`src/rtl/mc_control_fsm_if.sv`:
```
// Memory-port bundle between the multi-cycle control unit and the shared
// instruction/data memory.
//   mem_read  : read strobe (instruction fetch or lw data read)
//   mem_write : write strobe (sw)
//   iord      : address select, 0 = PC, 1 = ALUOut
//   mem_ready : memory has completed the current access
// master = control unit, slave = memory.
interface mc_control_fsm_if;
  logic mem_read;
  logic mem_write;
  logic iord;
  logic mem_ready;

  modport master (output mem_read, mem_write, iord, input mem_ready);
  modport slave  (input mem_read, mem_write, iord, output mem_ready);
endinterface

```
`src/rtl/mc_control_fsm.sv`:
```
// Multi-cycle MIPS control unit. Sequences each instruction through
// FETCH/DECODE/EXEC/MEM_RD/MEM_WR/WB/BRANCH/JUMP and drives the datapath
// muxes and write enables combinationally from state, IR fields and the
// handshake inputs.
// Ports:
//   clk, rst_n          clock, asynchronous active-low reset
//   mem                 memory port (mem_read, mem_write, iord, mem_ready)
//   opcode, funct       IR[31:26], IR[5:0]
//   branch_taken        branch condition from the datapath
//   ir_write, pc_write  IR / PC load enables
//   pc_src              00 PC+4, 01 branch target, 10 jump, 11 rs
//   reg_write, reg_dst, reg_write_src   register-file write controls
//   alu_src_a, alu_src_b, alu_op        ALU operand/operation selects
//   sign_extend         immediate extension mode
//   state               current FSM state (debug)
//   mem_timeout, illegal_op  single-cycle error pulses
module mc_control_fsm #(
  parameter int MEM_TIMEOUT  = 255,
  parameter bit ENABLE_CRYPT = 1'b1
) (
  input  logic                clk,
  input  logic                rst_n,
  mc_control_fsm_if.master    mem,
  input  logic [5:0]          opcode,
  input  logic [5:0]          funct,
  input  logic                branch_taken,
  output logic                ir_write,
  output logic                pc_write,
  output logic [1:0]          pc_src,
  output logic                reg_write,
  output logic [1:0]          reg_dst,
  output logic [1:0]          reg_write_src,
  output logic                alu_src_a,
  output logic [1:0]          alu_src_b,
  output logic [3:0]          alu_op,
  output logic                sign_extend,
  output logic [2:0]          state,
  output logic                mem_timeout,
  output logic                illegal_op
);

  typedef enum logic [2:0] {
    FETCH  = 3'd0,
    DECODE = 3'd1,
    EXEC   = 3'd2,
    MEM_RD = 3'd3,
    MEM_WR = 3'd4,
    WB     = 3'd5,
    BRANCH = 3'd6,
    JUMP   = 3'd7
  } state_t;

  localparam logic [5:0] OP_RTYPE = 6'h00, OP_REGIMM = 6'h01, OP_J    = 6'h02,
                         OP_JAL   = 6'h03, OP_BEQ    = 6'h04, OP_BNE  = 6'h05,
                         OP_ADDI  = 6'h08, OP_SLTI   = 6'h0A, OP_ANDI = 6'h0C,
                         OP_ORI   = 6'h0D, OP_XORI   = 6'h0E, OP_LUI  = 6'h0F,
                         OP_CRYPT = 6'h1C, OP_LW     = 6'h23, OP_SW   = 6'h2B;
  localparam logic [5:0] FN_JR = 6'h08, FN_JALR = 6'h09;

  localparam logic [3:0] ALU_ADD = 4'd0, ALU_SUB = 4'd1, ALU_FUNCT = 4'd2,
                         ALU_AND = 4'd3, ALU_OR  = 4'd4, ALU_XOR   = 4'd5,
                         ALU_SLT = 4'd6, ALU_LUI = 4'd7;

  // A zero limit disables the timeout; keep the counter at least one bit wide.
  localparam int            CW    = (MEM_TIMEOUT > 0) ? $clog2(MEM_TIMEOUT + 1) : 1;
  localparam logic [CW-1:0] LIMIT = CW'(MEM_TIMEOUT);

  state_t        cur_state, nxt;
  logic [CW-1:0] cnt;
  logic          limit_hit;

  logic is_rtype, is_jreg, is_ialu, is_lw, is_sw, is_crypt, is_branch, is_jump;

  assign is_rtype  = (opcode == OP_RTYPE);
  assign is_jreg   = is_rtype && (funct == FN_JR || funct == FN_JALR);
  assign is_ialu   = opcode inside {OP_ADDI, OP_SLTI, OP_ANDI, OP_ORI, OP_XORI, OP_LUI};
  assign is_lw     = (opcode == OP_LW);
  assign is_sw     = (opcode == OP_SW);
  assign is_crypt  = ENABLE_CRYPT && (opcode == OP_CRYPT);
  assign is_branch = opcode inside {OP_REGIMM, OP_BEQ, OP_BNE};
  assign is_jump   = opcode inside {OP_J, OP_JAL};

  // mem_ready arriving on the limit cycle completes the access instead.
  assign limit_hit = (MEM_TIMEOUT != 0) && !mem.mem_ready && (cnt == LIMIT);

  always_comb begin
    // NOTE: every output and nxt gets a default first, so no path through
    // the case below can infer a latch.
    nxt           = cur_state;
    mem.mem_read  = 1'b0;
    mem.mem_write = 1'b0;
    mem.iord      = 1'b0;
    ir_write      = 1'b0;
    pc_write      = 1'b0;
    pc_src        = 2'b00;
    reg_write     = 1'b0;
    reg_dst       = 2'b00;
    reg_write_src = 2'b00;
    alu_src_a     = 1'b0;
    alu_src_b     = 2'b00;
    alu_op        = ALU_ADD;
    sign_extend   = 1'b0;
    mem_timeout   = 1'b0;
    illegal_op    = 1'b0;

    // Outputs stay at their zero defaults for as long as reset is asserted.
    if (rst_n) begin
      sign_extend = opcode inside {OP_ADDI, OP_SLTI, OP_LW, OP_SW, OP_BEQ, OP_BNE, OP_REGIMM};
      unique case (cur_state)
        FETCH: begin
          mem.mem_read = 1'b1;
          if (mem.mem_ready) begin
            ir_write  = 1'b1;
            pc_write  = 1'b1;
            alu_src_b = 2'b01;
            nxt       = DECODE;
          end else if (limit_hit) begin
            mem_timeout = 1'b1;
          end
        end
        DECODE: begin
          // Precompute the branch target into ALUOut.
          alu_src_b = 2'b11;
          if (is_jump || is_jreg)                                  nxt = JUMP;
          else if (is_branch)                                      nxt = BRANCH;
          else if (is_rtype || is_ialu || is_lw || is_sw || is_crypt) nxt = EXEC;
          else begin
            illegal_op = 1'b1;
            nxt        = FETCH;
          end
        end
        EXEC: begin
          alu_src_a = 1'b1;
          if (is_rtype || is_crypt) begin
            alu_op = ALU_FUNCT;
          end else begin
            alu_src_b = 2'b10;
            case (opcode)
              OP_SLTI: alu_op = ALU_SLT;
              OP_ANDI: alu_op = ALU_AND;
              OP_ORI:  alu_op = ALU_OR;
              OP_XORI: alu_op = ALU_XOR;
              OP_LUI:  alu_op = ALU_LUI;
              default: alu_op = ALU_ADD;
            endcase
          end
          nxt = is_lw ? MEM_RD : (is_sw ? MEM_WR : WB);
        end
        MEM_RD: begin
          mem.mem_read = 1'b1;
          mem.iord     = 1'b1;
          if (mem.mem_ready) nxt = WB;
          else if (limit_hit) begin
            mem_timeout = 1'b1;
            nxt         = FETCH;
          end
        end
        MEM_WR: begin
          mem.mem_write = 1'b1;
          mem.iord      = 1'b1;
          if (mem.mem_ready) nxt = FETCH;
          else if (limit_hit) begin
            mem_timeout = 1'b1;
            nxt         = FETCH;
          end
        end
        WB: begin
          reg_write = 1'b1;
          if (is_lw)         reg_write_src = 2'b01;
          else if (is_crypt) begin reg_dst = 2'b01; reg_write_src = 2'b11; end
          else if (is_rtype) reg_dst = 2'b01;
          nxt = FETCH;
        end
        BRANCH: begin
          alu_src_a = 1'b1;
          alu_op    = ALU_SUB;
          pc_src    = 2'b01;
          pc_write  = branch_taken;
          nxt       = FETCH;
        end
        JUMP: begin
          pc_write = 1'b1;
          if (is_jreg) begin
            pc_src = 2'b11;
            if (funct == FN_JALR) begin
              reg_write = 1'b1; reg_dst = 2'b01; reg_write_src = 2'b10;
            end
          end else begin
            pc_src = 2'b10;
            if (opcode == OP_JAL) begin
              reg_write = 1'b1; reg_dst = 2'b10; reg_write_src = 2'b10;
            end
          end
          nxt = FETCH;
        end
        default: nxt = FETCH;
      endcase
    end
  end

  always_ff @(posedge clk or negedge rst_n) begin
    if (!rst_n) begin
      cur_state <= FETCH;
      cnt       <= '0;
    end else begin
      // NOTE: state registers use non-blocking assignment so every flop
      // samples the pre-edge values computed by the combinational block.
      cur_state <= nxt;
      if (nxt != cur_state || mem_timeout)
        cnt <= '0;
      else if (!mem.mem_ready && cur_state inside {FETCH, MEM_RD, MEM_WR})
        cnt <= cnt + CW'(1);
    end
  end

  assign state = cur_state;

endmodule

```
`src/flat_wrapper.sv`:
```
// flat-port wrapper written by rule: the top's interface ports become plain ports
module mc_control_fsm_flat 
#(
  parameter int MEM_TIMEOUT  = 255,
  parameter bit ENABLE_CRYPT = 1'b1
)
  (clk, rst_n, opcode, funct, branch_taken, ir_write, pc_write, pc_src, reg_write, reg_dst, reg_write_src, alu_src_a, alu_src_b, alu_op, sign_extend, state, mem_timeout, illegal_op, mem_mem_read, mem_mem_write, mem_iord, mem_mem_ready);
  mc_control_fsm_if mem_i ();
  input  logic clk;
  input  logic rst_n;
  input  logic [5:0] opcode;
  input  logic [5:0] funct;
  input  logic branch_taken;
  output logic ir_write;
  output logic pc_write;
  output logic [1:0] pc_src;
  output logic reg_write;
  output logic [1:0] reg_dst;
  output logic [1:0] reg_write_src;
  output logic alu_src_a;
  output logic [1:0] alu_src_b;
  output logic [3:0] alu_op;
  output logic sign_extend;
  output logic [2:0] state;
  output logic mem_timeout;
  output logic illegal_op;
  output wire logic [$bits(mem_i.mem_read)-1:0] mem_mem_read;
  output wire logic [$bits(mem_i.mem_write)-1:0] mem_mem_write;
  output wire logic [$bits(mem_i.iord)-1:0] mem_iord;
  input wire logic [$bits(mem_i.mem_ready)-1:0] mem_mem_ready;
  assign mem_mem_read = mem_i.mem_read;
  assign mem_mem_write = mem_i.mem_write;
  assign mem_iord = mem_i.iord;
  assign mem_i.mem_ready = mem_mem_ready;
  mc_control_fsm #(.MEM_TIMEOUT(MEM_TIMEOUT), .ENABLE_CRYPT(ENABLE_CRYPT)) u_core (.clk(clk), .rst_n(rst_n), .mem(mem_i), .opcode(opcode), .funct(funct), .branch_taken(branch_taken), .ir_write(ir_write), .pc_write(pc_write), .pc_src(pc_src), .reg_write(reg_write), .reg_dst(reg_dst), .reg_write_src(reg_write_src), .alu_src_a(alu_src_a), .alu_src_b(alu_src_b), .alu_op(alu_op), .sign_extend(sign_extend), .state(state), .mem_timeout(mem_timeout), .illegal_op(illegal_op));
endmodule
```
`config.mk`:
```
export PLATFORM = sky130hd
export DESIGN_NAME = mc_control_fsm_flat
export DESIGN_NICKNAME = d
export VERILOG_FILES = /design/src/rtl/mc_control_fsm_if.sv /design/src/rtl/mc_control_fsm.sv /design/src/flat_wrapper.sv
export SDC_FILE = /design/constraint.sdc
export NUM_CORES = 1
export LEC_CHECK = 0
export CAP_MARGIN = 25
export CORE_ASPECT_RATIO = 0.75
export CORE_MARGIN = 1.5
export CORE_UTILIZATION = 25
export DETAILED_ROUTE_END_ITERATION = 12
export GPL_TIMING_DRIVEN = 0
export PLACE_DENSITY_LB_ADDON = 0.12
export SETUP_SLACK_MARGIN = 0.15
export SYNTH_ARGS = -nofsm -noshare
export SYNTH_HDL_FRONTEND = slang
export SYNTH_SLANG_ARGS = --single-unit
```
`constraint.sdc`:
```
create_clock -name clk -period 5.8 [get_ports clk]
set_input_delay 1.16 -clock clk [delete_from_list [all_inputs] [get_ports clk]]
set_output_delay 1.16 -clock clk [all_outputs]
set_load 0.01 [all_outputs]
```
==> impl_metrics.ini, run 1 <==
[status]
status = completed

[routing]
vias_per_cell = 4.959
dr.pass1.iters = 4
drt_iter0_markers = 111
drt-total-wl_um = 4248
vias = 1458
routedWlPerCell_um = 14.45
ant_nets = 0
route.detailed.drc = 0

[cts]
cts_buffers = 3
clk_pin_slew_worst_paths_ns = 0.05
cts_max_level = 1
cts_resized = 0
clockBufferDepth = 2
post-cts-setup-buffers = 0
clkSinkCount = 11
hold_buffers = 0
clk_latency_ns = 0.24
cts_tree = done
root_buffer = clkbuf_8

[die]
core_um2 = 5324
initial_core_util = 0.2585
die_x_um = 88.68
fp.dieArea_um2 = 5964
die_h_um = 67.26
io_pins = 41
rows = 23

[synthesis]
syn_area_per_cell_um2 = 7.776
synth_nets = 194
async_flop_share = 1.000
synth_seq_cells = 11
netlist_area_um2 = 1376
synth.distinct_cells = 58
ys_seq_area_frac = 0.2000
postSynthCellCount = 177
synth_ff_type = dfrtp_1
yosysWarnings = 0
synth_edf_count = 0

[final_layout]
n_antenna_cell = 0
area_growth_pct = 37.73
final_util = 0.3561
final_cell_mix = clkdlybuf4s50_1, nor2_1, nand2_1, dfrtp_1
layout_commonest_cell = clkdlybuf4s50_1
layout-drive-gt1-share = 0.1553
final_area_um2 = 1896
layout.nets = 237

[global_route]
gr-total-overflow = 0
grt_usage = 0.1556
grt_pass1_wl_um = 7134
met1_usage = 0.2515
top_usage_layer = met1
antenna_found_initial = 0
grt_pass1_vias = 1405
grt_max_degree = 14
use_met3 = 0.02689
met2_usage = 0.2121

[place]
numPortBuffers = 38
place_hpwl_um = 3302
place_congestion = 0.8045
placed_cell_area_um2 = 1851

[hold_path]
hold_path.class = flop to flop

[worst_setup_path]
worstSetupPathType = input pin to output pin
cp-start-kind = input pin
cp_data_arrival_time_ns = 4.00
critPathRequiredTime_ns = 4.64
crit_fanout = 13
cp-end-kind = output pin

[sta]
tightestPinTransition_ns = 0.6197
setup_viol = 0
finalHoldViolCount = 0
setup_tns_ns = 0
fin_crit_sh = 0.8891
fin_skew_ns = 0.003949
rsz0062_at_grt = no
fmax_mhz = 193.9
relSlewSlack = 0.5855
fin_crit_ns = 5.157
final_max_slew_viol_count = 0

[power_and_ir_drop]
power_density_nw_per_um2 = 243.7
power.leakage_uw = 0.0006877
peakVddDrop_uv = 64.66

[job]
maxCapViolations = 0
final timing paths:
path,start,cells after the start,slack [ns],to
max in group asynchronous,rst_n,1,4.09,u_core.cnt[5]
worst min register to register,u_core.cnt[7],2,0.57,u_core.cnt[7]
min in group asynchronous,rst_n,1,1.31,u_core.cnt[2]
worst min-delay path,u_core.cnt[7],2,0.57,u_core.cnt[7]
worst max register to register,u_core.cnt[0],7,3.49,u_core.cnt[0]
worst max-delay path,rst_n,7,0.64,alu_op[2]
per-stage QoR:
step           power (uW)  hold slack (ns)  std cells  worst slack (ns)
5_1_grt             501.0           0.5977        294            0.4359
2_1_floorplan       286.0           0.5418        177             2.209
3_3_place_gp        387.3           0.5649        290            0.5996
3_5_place_dp        387.0           0.5634        290            0.5726
6_report            462.0           0.5711        294            0.6431
4_1_cts             468.5           0.5755        294            0.5680
area by class of cell:
cell class / instances / area, um^2
clock buffers: 4 / 45.04
multi-input cells: 144 / 955.9
plain buffers: 16 / 122.6
repair buffers: 38 / 380.4
well taps: 75 / 93.84
flip-flops and latches: 11 / 275.3
fillers: 560 / 3428
inverters: 6 / 22.52
cells in the mapped netlist (all sizes together), types with 2 or more instances:
cell / instances / area (um^2)
nand3: 6 / 30.03
nand2b: 2 / 12.51
nor2: 23 / 86.33
or2b: 2 / 17.52
a22oi: 2 / 15.01
o22ai: 5 / 37.53
dfrtp: 11 / 275.3
a31oi: 3 / 18.77
nand3b: 3 / 22.52
buf: 6 / 43.79
nand2: 13 / 48.80
and3: 5 / 32.53
clkbuf: 10 / 78.82
nor4: 10 / 118.9
o31ai: 2 / 28.78
inv: 6 / 22.52
o21ai: 3 / 15.01
or3: 2 / 17.52
xnor2: 4 / 35.03
mux2i: 2 / 20.02
nor2b: 3 / 18.77
and4: 2 / 17.52
nand4: 5 / 31.28
xor2: 3 / 26.28
nor4b: 2 / 17.52
nor3: 11 / 60.06
a21oi: 10 / 50.05
and2: 2 / 12.51
or2: 3 / 21.28
sequential cells by signal (all words and copies together), names as in the netlist:
name	count
u_core.cnt	8
u_core.state	3
metal layers:
metal  wire, um  part of all wire
met1       2423              0.57
met2       1633              0.38
met3        161             0.038
met4         29            0.0068
met5          0                 0
critical path, stage by stage:
cell and delay (ns):
clkdlybuf4s50_1 0.87, clkbuf_1 0.39, and2b_2 0.27, nand2_1 0.10, or3_1 0.35, nor4b_1 0.28
clkdlybuf4s50_1 0.58
logic make-up after synthesis:
kind of cell / Yosys count / synth area share
mux: 3 / 0.02273
buf+inv: 22 / 0.1054
simple gates: 98 / 0.4409
compound gates: 34 / 0.1746
fa+ha+maj: 1 / 0.009089
flops: 11 / 0.2000
xor+xnor: 7 / 0.04455
other cells: 1 / 0.002725
where the power goes:
group | total [uW] | internal (uW) | switching [uW]
Combinational | 283 | 126 | 157
Sequential | 103 | 88.6 | 13.9
Clock | 76.3 | 48.2 | 28.1
Total | 462 | 263 | 199
Note: power is estimated with default switching activity, not from simulation.
==> inputs of run 2 (changes only) <==
==> constraint.sdc (replaced) <==
create_clock -name clk -period 5.41 [get_ports clk]
set_input_delay 1.082 -clock clk [delete_from_list [all_inputs] [get_ports clk]]
set_output_delay 1.082 -clock clk [all_outputs]
set_load 0.01 [all_outputs]
==> results of run 2 <==
The final DEF is identical to that of run 1. Status: completed.
Main changes from that run: setup slack after placement 0.5726 ns -> 0.3386 ns; setup slack after layout 0.6431 ns -> 0.4091 ns; register-to-register setup slack 3.49 ns -> 3.10 ns; total power 462.0 uW -> 495.3 uW; worst IR drop on VDD 64.66 uV -> 69.32 uV
==> inputs of run 3 (changes only) <==
--- a/config.mk
+++ b/config.mk
@@ -10,6 +10,7 @@
 export CORE_MARGIN = 1.5
 export CORE_UTILIZATION = 25
 export DETAILED_ROUTE_END_ITERATION = 12
+export DONT_BUFFER_PORTS = 1
 export GPL_TIMING_DRIVEN = 0
 export PLACE_DENSITY_LB_ADDON = 0.12
 export SETUP_SLACK_MARGIN = 0.15
==> constraint.sdc (replaced) <==
create_clock -name clk -period 4.95 [get_ports clk]
set_input_delay 0.99 -clock clk [delete_from_list [all_inputs] [get_ports clk]]
set_output_delay 0.99 -clock clk [all_outputs]
set_load 0.01 [all_outputs]
==> run 3 against run 2 <==
Cell area shrank 20%. Sequential share of layout area grew 3.6 points. Worst hold slack lost 0.12 ns.
==> impl_metrics.ini, run 3 (synthesis gave the netlist of run 1 again) <==
[sta]
final_max_slew_viol_count = 0
fmax_mhz = 280.9
layout_setup_ws_ns = 1.390
fin_crit_ns = 3.561
rsz0062_at_grt = no
fin_skew_ns = 0.0009578
setup_tns_ns = 0
tightestPinTransition_ns = 0.5581
fin_crit_sh = 0.7193
relSlewSlack = 0.6227
setup_viol = 0
finalHoldViolCount = 0

[cts]
cts_buffers = 3
clockBufferDepth = 2
clk_pin_slew_worst_paths_ns = 0.05
clkSinkCount = 11
root_buffer = clkbuf_8
cts_tree = done
clk_latency_ns = 0.23
hold_buffers = 0
post-cts-setup-buffers = 0
cts_resized = 0
cts_max_level = 1

[global_route]
grt_pass1_vias = 1292
gr-total-overflow = 0
grt_pass1_wl_um = 6858
antenna_found_initial = 0
grt_max_degree = 14
grt_usage = 0.1493

[worst_setup_path]
cp_slowest_cell = nor4b_1
slowest_delay_ns = 0.54
regToRegSetupSlack_ns = 2.61
worstSetupPathType = input pin to output pin
critPathRequiredTime_ns = 3.96
path_buf_inv = 1
regToRegEndpoint = u_core.cnt[2]
cp-end-kind = output pin
crit_end = alu_op[2]
startpoint = rst_n
cp-start-kind = input pin
cp.depth = 5
crit_chain = clkbuf_1, and2b_2, nand2_1, or3_1, nor4b_1
crit_family = simple AND/OR/NAND/NOR gates
cp_data_arrival_time_ns = 2.57
crit_fanout = 13
rr_startpoint = u_core.cnt[0]
ff2ff_path_depth = 7

[die]
fp.dieArea_um2 = 5964
die_h_um = 67.26
io_pins = 41
initial_core_util = 0.2585
die_x_um = 88.68
rows = 23
core_um2 = 5324

[place]
place_ws_ns = 1.395
place_congestion = 0.8288
dp.cells = 252
place_hpwl_um = 3204
placed_cell_area_um2 = 1470
numPortBuffers = 0

[final_layout]
final_util = 0.2846
layout-drive-gt1-share = 0.1878
regMostFlops = u_core.cnt
layout_commonest_cell = nor2_1
final_cell_mix = nor2_1, nand2_1, dfrtp_1, nor3_1, a21oi_1
largest_register_ffs = 8
stdcell_count = 256
area_growth_pct = 10.09
final_area_um2 = 1515
layout.nets = 199
n_antenna_cell = 0

[status]
status = completed

[routing]
dr.pass1.iters = 4
vias = 1373
drt_iter0_markers = 98
route.detailed.drc = 0
ant_nets = 0
vias_per_cell = 5.363
drt-total-wl_um = 4076
routedWlPerCell_um = 15.92

[power_and_ir_drop]
peakVddDrop_uv = 83.76
power.leakage_uw = 0.0005493
power_density_nw_per_um2 = 317.9

[job]
maxCapViolations = 0

[hold_path]
hold_path.class = input pin to asynchronous set/reset pin
[run 3: changes by cell type in the layout (fill, tap and decap cells not counted), sizes merged]
cell           delta
clkdlybuf4s50    -38
[run 3: worst min-delay path by stage]
stage / start / endpoint / slack (ns) / depth (start not counted)
floorplan: u_core.cnt[7] / u_core.cnt[7] / 0.54 / 2
global placement: u_core.cnt[7] / u_core.cnt[7] / 0.57 / 2
detailed placement: u_core.cnt[7] / u_core.cnt[7] / 0.58 / 2
CTS: rst_n / u_core.cnt[2] / 0.44 / 0
global route: rst_n / u_core.state[1] / 0.43 / 0
finish: rst_n / u_core.cnt[4] / 0.45 / 0
[run 3: worst register-to-register path, delay by kind of cell (launching register included)]
kind	cells	cell delay (ns)
compound gates	2	1.01
flops	1	0.43
fa+ha+maj	1	0.25
simple gates	4	0.50
[run 3: metal layers]
metal | global-route usage | vias up | part of all wire
met5 | 0 | - | 0
met4 | 0.01758 | 0 | 0.0039
met3 | 0.04156 | 2 | 0.081
met2 | 0.2027 | 48 | 0.39
met1 | 0.2344 | 664 | 0.52
li1 | - | 659 | -
[run 3: stage by stage]
stage,total power (uW),hold WS [ns]
2_1_floorplan,335.1,0.5418
3_3_place_gp,390.4,0.5741
3_5_place_dp,391.3,0.5750
4_1_cts,483.8,0.4405
5_1_grt,518.7,0.4349
6_report,481.7,0.4466
[run 3: final cells by class]
type | instances | area [um^2]
Tap cell | 75 | 93.84
Buffer | 16 | 122.6
Fill cell | 588 | 3809
Sequential cell | 11 | 275.3
Inverter | 6 | 22.52
Clock buffer | 4 | 45.04
Multi-Input combinational cell | 144 | 955.9
[run 3: power by group]
group	internal, uW	switching [uW]	leakage (uW)	total (uW)
registers	104	21.2	0.000148	125
clock network	56.6	33.7	0.0000228	90.3
logic	97.9	168	0.000378	266
